`config.mk`:
```
export PLATFORM = sky130hd
export DESIGN_NAME = fpu_issue_scheduler
export DESIGN_NICKNAME = d
export VERILOG_FILES = /design/src/rtl/fpu_issue_scheduler.sv
export SDC_FILE = /design/constraint.sdc
export NUM_CORES = 1
export LEC_CHECK = 0
export CORE_AREA = 2 2 123 125
export DETAILED_ROUTE_END_ITERATION = 7
export DIE_AREA = 0 0 125 127
export PLACE_DENSITY = 0.66
export SLEW_MARGIN = 20
export SYNTH_ARGS = -nofsm -noshare
export SYNTH_HDL_FRONTEND = slang
export SYNTH_SLANG_ARGS = --single-unit
```
`constraint.sdc`:
```
create_clock -name sys_clk -period 1.9 [get_ports sys_clk]
set_clock_uncertainty 0.1 [all_clocks]
set_input_delay 0.38 -clock sys_clk [delete_from_list [all_inputs] [get_ports sys_clk]]
set_output_delay 0.38 -clock sys_clk [all_outputs]
set_load 0.02 [all_outputs]
```
`src/rtl/fpu_issue_scheduler.sv`:
```
// ============================================================================
// Module   : fpu_issue_scheduler
// Purpose  : Single-issue FPU front end with a writeback reservation table
//            and a registered, tagged writeback bus.
// Revision : 1.0
// ============================================================================
`default_nettype none

module fpu_issue_scheduler #(
    parameter int TAG_W   = 5,
    parameter int LAT_ADD = 3,
    parameter int LAT_MUL = 2,
    parameter int LAT_CVT = 2,
    parameter int MAX_LAT = 8
) (
    input  logic             sys_clk,
    input  logic             rstn,
    input  logic             req_valid,
    output logic             req_ready,
    input  logic [2:0]       req_op,
    input  logic [TAG_W-1:0] req_tag,
    input  logic [31:0]      req_a,
    input  logic [31:0]      req_b,
    output logic             add_valid,
    output logic             mul_valid,
    output logic             itof_valid,
    output logic             ftoi_valid,
    output logic [31:0]      opnd_a,
    output logic [31:0]      opnd_b,
    input  logic [31:0]      add_y,
    input  logic [31:0]      mul_y,
    input  logic [31:0]      itof_y,
    input  logic [31:0]      ftoi_y,
    input  logic             add_ov,
    input  logic             mul_ov,
    input  logic             itof_ov,
    input  logic             ftoi_ov,
    output logic             wb_valid,
    output logic [TAG_W-1:0] wb_tag,
    output logic [31:0]      wb_data,
    output logic             busy,
    output logic [1:0]       err
);

    localparam int LAT_W = $clog2(MAX_LAT + 1);

    localparam logic [1:0] c_unit_add  = 2'd0;
    localparam logic [1:0] c_unit_mul  = 2'd1;
    localparam logic [1:0] c_unit_itof = 2'd2;
    localparam logic [1:0] c_unit_ftoi = 2'd3;

    // Entry k of the table describes the result due k cycles from now.
    logic [MAX_LAT:0] occ_q, occ_d;
    logic [1:0]       unit_q [0:MAX_LAT];
    logic [1:0]       unit_d [0:MAX_LAT];
    logic [TAG_W-1:0] tag_q  [0:MAX_LAT];
    logic [TAG_W-1:0] tag_d  [0:MAX_LAT];

    logic             wb_valid_q, wb_valid_d;
    logic [TAG_W-1:0] wb_tag_q, wb_tag_d;
    logic [31:0]      wb_data_q, wb_data_d;
    logic [1:0]       err_q, err_d;

    logic             w_legal;
    logic [1:0]       w_unit;
    logic [LAT_W-1:0] w_lat;
    logic [LAT_W-1:0] w_slot;
    logic             w_accept;
    logic             w_issue;
    logic [3:0]       w_issue_vec;
    logic [3:0]       w_ov;
    logic [3:0]       w_due_mask;
    logic             w_capture;
    logic             w_proto_err;
    logic [31:0]      w_due_y;

    always_comb begin
        w_legal = 1'b1;
        w_unit  = c_unit_add;
        w_lat   = LAT_W'(LAT_ADD);
        case (req_op)
            3'd0, 3'd1: begin
                w_unit = c_unit_add;
                w_lat  = LAT_W'(LAT_ADD);
            end
            3'd2: begin
                w_unit = c_unit_mul;
                w_lat  = LAT_W'(LAT_MUL);
            end
            3'd3: begin
                w_unit = c_unit_itof;
                w_lat  = LAT_W'(LAT_CVT);
            end
            3'd4: begin
                w_unit = c_unit_ftoi;
                w_lat  = LAT_W'(LAT_CVT);
            end
            default: w_legal = 1'b0;
        endcase
    end

    // Illegal ops are swallowed immediately so they can never stall the port.
    assign req_ready   = w_legal ? ~occ_q[w_lat] : 1'b1;
    assign w_accept    = req_valid & req_ready;
    assign w_issue     = w_accept & w_legal;
    assign w_issue_vec = w_issue ? (4'b0001 << w_unit) : 4'b0000;
    assign w_slot      = w_lat - LAT_W'(1);

    assign add_valid  = w_issue_vec[0];
    assign mul_valid  = w_issue_vec[1];
    assign itof_valid = w_issue_vec[2];
    assign ftoi_valid = w_issue_vec[3];
    assign opnd_a     = req_a;
    assign opnd_b     = {req_b[31] ^ (req_op == 3'd1), req_b[30:0]};

    assign w_ov        = {ftoi_ov, itof_ov, mul_ov, add_ov};
    assign w_due_mask  = occ_q[0] ? (4'b0001 << unit_q[0]) : 4'b0000;
    assign w_capture   = |(w_ov & w_due_mask);
    assign w_proto_err = (occ_q[0] & ~w_capture) | (|(w_ov & ~w_due_mask));

    always_comb begin
        case (unit_q[0])
            c_unit_add:  w_due_y = add_y;
            c_unit_mul:  w_due_y = mul_y;
            c_unit_itof: w_due_y = itof_y;
            default:     w_due_y = ftoi_y;
        endcase
    end

    always_comb begin
        occ_d = {1'b0, occ_q[MAX_LAT:1]};
        for (int k = 0; k < MAX_LAT; k++) begin
            unit_d[k] = unit_q[k+1];
            tag_d[k]  = tag_q[k+1];
        end
        unit_d[MAX_LAT] = 2'd0;
        tag_d[MAX_LAT]  = '0;
        // Slot L after this edge's shift is entry L-1; accept already proved it free.
        if (w_issue) begin
            occ_d[w_slot]  = 1'b1;
            unit_d[w_slot] = w_unit;
            tag_d[w_slot]  = req_tag;
        end

        wb_valid_d = w_capture;
        wb_tag_d   = w_capture ? tag_q[0] : wb_tag_q;
        wb_data_d  = w_capture ? w_due_y  : wb_data_q;
        err_d      = err_q | {w_accept & ~w_legal, w_proto_err};
    end

    always_ff @(posedge sys_clk) begin
        if (!rstn) begin
            occ_q      <= '0;
            wb_valid_q <= 1'b0;
            wb_tag_q   <= '0;
            wb_data_q  <= '0;
            err_q      <= 2'b00;
            for (int k = 0; k <= MAX_LAT; k++) begin
                unit_q[k] <= 2'd0;
                tag_q[k]  <= '0;
            end
        end else begin
            occ_q      <= occ_d;
            wb_valid_q <= wb_valid_d;
            wb_tag_q   <= wb_tag_d;
            wb_data_q  <= wb_data_d;
            err_q      <= err_d;
            for (int k = 0; k <= MAX_LAT; k++) begin
                unit_q[k] <= unit_d[k];
                tag_q[k]  <= tag_d[k];
            end
        end
    end

    assign wb_valid = wb_valid_q;
    assign wb_tag   = wb_tag_q;
    assign wb_data  = wb_data_q;
    assign err      = err_q;
    assign busy     = |occ_q;

endmodule

`default_nettype wire

```
==> qor.yml, run 1 <==
cts:
  cts_buffers: 9
  clk_pin_slew_ns: 0.05
  root_buffer: "clkbuf_16"
  clockBufferDepth: 2
  cts.sinks: 64
  clk_latency_ns: 0.32
  hold_buffers: 0
  htreeDepth: 3
  cts_tree: "done"
setup_path:
  ff2ff_path_depth: 4
  cp-end-kind: "output pin"
  worst_ep_arrival_time_ns: 1.33
  cp.required_ns: 1.42
  critPathMaxFanout: 4
  worst-setup-path-type: "register to output pin"
  regToRegSetupSlack_ns: 0.19
  critPathLaunchType: "register"
placement:
  gp_congestion: 0.835
  io_buffers: 190
  hpwl_um: 8140
layout:
  antenna_cells: 0
  layout.nets: 678
  finish.utilization_pct: 39.2
  final_cell_mix: "clkdlybuf4s50_1 (179), dfxtp_1 (62), mux2i_1 (45)"
  drive_gt1_share_pct: 19.2
  areaGrowthSynthToFinish_pct: 57.7
  layout_commonest_cell: "clkdlybuf4s50_1"
  fillers: 1413
sta:
  hold_viol_final: 0
  drv_slew: 0
  fin_crit_ns: 1.81
  setup_viol: 0
  fin_setup_tns_ns: 0
  period_share_pct: 95.4
  rsz0062_at_grt: "no"
  timing.fmax_mhz: 552
  fin_hold_ws_ns: 0.331
hold_path:
  whs_path_depth: 1
  min_path_type: "register to register"
synthesis:
  synth_area_mm2: 0.00358
  synth.distinct_cells: 40
  netlist_instances: 326
  ys_async_sr_fraction_pct: 0
  ys_ff_latch: 64
  ys_warn_count: 0
  yosysSeqAreaShare_pct: 35.8
  ys.flop_type: "dfxtp_1"
  syn_avg_cell_area_um2: 11.0
  synth_edf_count: 0
power_and_ir_drop:
  p_leak_nw: 2.06
  finalPower_w: 0.00370
  ir_worst_vdd_mv: 0.393
  cellPowerDensity_mw_per_mm2: 655
floorplan:
  start_util_pct: 24.8
  die_height_um: 127
  core_area_mm2: 0.0144
  die_x_um: 125
  rows: 44
  ios: 317
  die_area_mm2: 0.0159
detailed_routing:
  vias: 2908
  firstDrtPassIters: 4
  wl_per_cell_um: 15.9
  vias_per_cell: 4.41
  first_iter_violations: 67
  wirelength_um: 10500
  drc: 0
  ant_nets: 0
global_route:
  first_global_vias: 3310
  gr-usage-all-layers_pct: 13.3
  antenna_found_initial: 0
  grt-ovfl-total: 0
  grt_max_degree: 26
  grt_pass1_wl_um: 16900
run:
  drv_cap: 0
status:
  status: "finished clean"
==> synth_stat cells (2+ instances only) <==
| master | n | area (um^2) |
|---|---|---|
| buf_8 | 2 | 30.0 |
| o21ai_0 | 3 | 15.0 |
| mux2i_1 | 45 | 450 |
| o21bai_1 | 2 | 15.0 |
| buf_6 | 2 | 22.5 |
| and3_1 | 6 | 37.5 |
| dfxtp_1 | 64 | 1280 |
| nor2_1 | 44 | 165 |
| buf_4 | 64 | 480 |
| buf_1 | 2 | 7.51 |
| buf_2 | 4 | 20.0 |
| a31oi_1 | 2 | 12.5 |
| mux4_2 | 32 | 721 |
| inv_1 | 5 | 18.8 |
| clkbuf_1 | 8 | 30.0 |
| and2_1 | 11 | 68.8 |
| nor2b_1 | 2 | 12.5 |
| nand2b_1 | 3 | 18.8 |
| a21oi_1 | 3 | 15.0 |
| nand2_1 | 2 | 7.51 |
==> registers in the layout, indices dropped and copies added (netlist names) <==
name and count:
wb_tag 5, wb_valid 1, tag_q 15, wb_data 32, unit_q 6, occ_q 3
err 2
==> critical path, stage by stage, from the launching register on <==
cell,delay [ns]
dfxtp_1,0.33
buf_4,0.14
or3_1,0.36
buf_2,0.17
==> where the power goes <==
group / switching [W] / internal, W / total (W) / leakage [nW]
Sequential: 0.0000189 / 0.00138 / 0.00140 / 0.520
Clock: 0.000568 / 0.00104 / 0.00160 / 0.145
Combinational: 0.000226 / 0.000474 / 0.000701 / 1.39
Total: 0.000813 / 0.00289 / 0.00370 / 2.06
==> per-layer routing <==
metal / share of wire [%] / wire length [um] / global-route usage [%]
met1: 37 / 3930 / 14.2
met2: 49 / 5140 / 23.0
met3: 10 / 1090 / 5.53
met4: 3.3 / 343 / 6.21
met5: 0 / 0 / 0
==> area by class of cell <==
| class | instances | area, um^2 | share of cell area, % |
|---|---|---|---|
| Clock buffer | 11 | 243 | 4.30 |
| Inverter | 6 | 22.5 | 0.399 |
| Timing Repair Buffer | 215 | 2090 | 37.1 |
| Sequential cell | 64 | 1280 | 22.7 |
| Clock inverter | 4 | 45.0 | 0.798 |
| Tap cell | 184 | 230 | 4.08 |
| Multi-Input combinational cell | 175 | 1730 | 30.6 |
==> what timing repair did <==
item,CTS,global route
pin swaps,1,1
setup endpoints to repair,7,1
gates resized for setup,40,2
buffers inserted,4,0
==> worst paths after layout <==
check,start,to
max reg2reg,unit_q[0][0],wb_data[3]
min,unit_q[0][3],unit_q[0][1]
max,occ_q[2],busy
min reg2reg,unit_q[0][3],unit_q[0][1]
==> stage by stage <==
step	instances	setup WS, ns	instance area [um^2]
detailed placement	640	-0.568	5330
global placement	640	-0.507	5330
finish	659	0.0883	5650
CTS	659	0.0666	5640
global route	659	0.0241	5650
floorplan	327	0.199	3590
==> cell families (layout without fill, tap and decap cells) <==
| family | after synthesis | count (layout) | synth area share (%) |
|---|---|---|---|
| AOI/OAI and AO/OA | 18 | 18 | 3.70 |
| xor gates and xnor gates | 1 | 1 | 0.245 |
| buffers and inverters | 88 | 236 | 17.1 |
| DFF | 64 | 64 | 35.8 |
| muxes | 78 | 78 | 33.0 |
| other | 1 | 2 | 0.105 |
| and+or+nand+nor | 76 | 76 | 10.1 |
No activity file was read; power rests on OpenSTA's default activity.
==> run 2, diff against run 1 <==
--- a/config.mk
+++ b/config.mk
@@ -9,7 +9,7 @@
 export DETAILED_ROUTE_END_ITERATION = 7
 export DIE_AREA = 0 0 125 127
 export PLACE_DENSITY = 0.66
-export SLEW_MARGIN = 20
+export SLEW_MARGIN = 30
 export SYNTH_ARGS = -nofsm -noshare
 export SYNTH_HDL_FRONTEND = slang
 export SYNTH_SLANG_ARGS = --single-unit
==> results of run 2 <==
No change in the layout: final DEF, timing and power equal those of run 1.
==> run 3, diff against run 2 <==
--- a/config.mk
+++ b/config.mk
@@ -9,6 +9,7 @@
 export DETAILED_ROUTE_END_ITERATION = 7
 export DIE_AREA = 0 0 125 127
 export PLACE_DENSITY = 0.66
+export RECOVER_POWER = 100
 export SLEW_MARGIN = 30
 export SYNTH_ARGS = -nofsm -noshare
 export SYNTH_HDL_FRONTEND = slang
==> run 3 against run 2 <==
Net effect:
- design area fell by 0.80%
- worst hold slack about the same
- die area is the same
- core utilization decreased by 0.31 points
- critical path depth fell by 2
- setup slack worse by 0.016 ns
- final cell count is the same
- clock power is essentially flat
- non-clock buffer count unchanged
- critical endpoint is now wb_data[7]
==> qor.yml, run 3 (same netlist as run 1, synthesis figures left out) <==
hold_path:
  min_path_type: "register to register"
  min_from: "unit_q[0][3]"
  min_to: "unit_q[0][1]"
  whs_path_depth: 1
floorplan:
  rows: 44
  ios: 317
  start_util_pct: 24.8
  die_area_mm2: 0.0159
  die_height_um: 127
  core_area_mm2: 0.0144
  die_x_um: 125
detailed_routing:
  vias: 2903
  drc: 0
  ant_nets: 0
  wirelength_um: 10400
  vias_per_cell: 4.41
  wl_per_cell_um: 15.8
  first_iter_violations: 69
  firstDrtPassIters: 4
global_route:
  gr-usage-met1_pct: 14.2
  use_met3_pct: 5.53
  grt_max_degree: 26
  grt_busiest_layer: "met2"
  grt-ovfl-total: 0
  use_met2_pct: 23.0
  first_global_vias: 3310
  antenna_found_initial: 0
  grt_pass1_wl_um: 16900
  gr-usage-all-layers_pct: 13.3
setup_path:
  critPathLaunchType: "register"
  worst_ep_arrival_time_ns: 1.35
  critPathMaxFanout: 2
  worstSetupStartpoint: "wb_data[7]"
  crit_slowest_cell: "dlygate4sd3_1"
  cp-end-kind: "output pin"
  worst-setup-path-type: "register to output pin"
  ff2ff_path_depth: 5
  cp_slowest_stage_delay_ns: 0.70
  crit_chain: "dlygate4sd3_1"
  rr_endpoint: "err[0]"
  crit_family: "buffers and inverters"
  cp.required_ns: 1.42
  regToRegSetupSlack_ns: 0.17
  rr_startpoint: "unit_q[0][0]"
  worst-path-buf-inv: 1
sta:
  period_share_pct: 96.2
  fin_crit_ns: 1.83
  rsz0062_at_grt: "no"
  timing.fmax_mhz: 547
  tightest_slew_ns: 0.578
  fin_setup_tns_ns: 0
  hold_viol_final: 0
  slew-limit-headroom_pct: 61.5
  drv_slew: 0
  setup_viol: 0
layout:
  layout_commonest_cell: "clkdlybuf4s50_1"
  finish.utilization_pct: 38.8
  largest_reg_flops: 32
  fillers: 1422
  drive_gt1_share_pct: 18.1
  fin_cells: 659
  antenna_cells: 0
  layout.nets: 678
  final_cell_mix: "clkdlybuf4s50_1 (143), dfxtp_1 (62), mux2i_1 (45)"
  areaGrowthSynthToFinish_pct: 56.4
  fin_area_mm2: 0.00560
power_and_ir_drop:
  p_sw_w: 0.000810
  ir_worst_vdd_mv: 0.393
  comb_power_share_pct: 18.6
  p_int_w: 0.00287
  clkPwrFrac_pct: 43.5
  sw_frac_of_total_pct: 22.0
  seqPwrFrac_pct: 37.9
  p_leak_nw: 2.15
  cellPowerDensity_mw_per_mm2: 658
placement:
  placedCellCount: 640
  place_area_mm2: 0.00533
  io_buffers: 190
  gp_congestion: 0.835
  hpwl_um: 8140
run:
  drv_cap: 0
cts:
  clk_latency_ns: 0.32
  clk_pin_slew_ns: 0.05
  root_buffer: "clkbuf_16"
  cts.sinks: 64
  cts_tree: "done"
  cts_buffers: 9
  clockBufferDepth: 2
  htreeDepth: 3
status:
  status: "finished clean"
-- run 3: cell types whose count changed in the layout (fill, tap and decap cells not counted), moves of 2 or more --
cell / previous run / this run
buf_4: 22 / 18
clkdlybuf4s50_1: 179 / 143
buf_12: 3 / 1
dlygate4sd3_1: 0 / 36
and2_1: 11 / 7
clkbuf_1: 1 / 5
buf_2: 6 / 3
clkbuf_2: 0 / 3
and2_0: 0 / 4
-- run 3: through the flow --
step	worst slack [ns]	power (W)	hold WS [ns]
finish	0.0720	0.00368	0.331
global route	0.0183	0.00385	0.356
CTS	0.0666	0.00376	0.333
detailed placement	-0.568	0.00212	0.321
global placement	-0.507	0.00211	0.318
floorplan	0.199	0.00189	0.312
-- run 3: cell type report --
class                           instances  area (um^2)  area share, %
Timing Repair Buffer                  215         2060           36.7
Multi-Input combinational cell        175         1720           30.7
Sequential cell                        64         1280           22.9
Clock buffer                           11          243           4.33
Tap cell                              184          230           4.11
Clock inverter                          4         45.0          0.804
Inverter                                6         22.5          0.402
-- run 3: worst max-delay path by stage --
stage | to | slack [ns] | depth (start not counted)
floorplan | req_ready | 0.20 | 3
global placement | add_valid | -0.51 | 4
detailed placement | req_ready | -0.57 | 5
CTS | err[0] | 0.07 | 1
global route | opnd_b[31] | 0.02 | 5
finish | wb_data[7] | 0.07 | 1
-- run 3: repair_timing --
action,CTS,global route
endpoints found under the hold margin,0,0
pin swaps,1,1
gates resized for setup,40,2
buffers inserted,4,0
endpoints found under the setup margin,7,1
hold buffers,0,0
-- run 3: metal layers --
| metal | share of wire [%] | routed length (um) | vias to the layer above |
|---|---|---|---|
| met1 | 37 | 3840 | 1338 |
| met5 | 0 | 0 | - |
| met3 | 10 | 1080 | 45 |
| met4 | 3.1 | 323 | 0 |
| li1 | - | - | 1369 |
| met2 | 50 | 5200 | 151 |
-- run 3: power by group through the flow --
| stage | logic, W | registers, W | clock network (W) |
|---|---|---|---|
| final | 0.000687 | 0.00139 | 0.00160 |
| after global routing | 0.000739 | 0.00140 | 0.00172 |
| after CTS | 0.000707 | 0.00140 | 0.00166 |
| after detailed placement | 0.000700 | 0.00142 | 0 |
| after global placement | 0.000689 | 0.00142 | 0 |
| after floorplan | 0.000461 | 0.00143 | 0 |
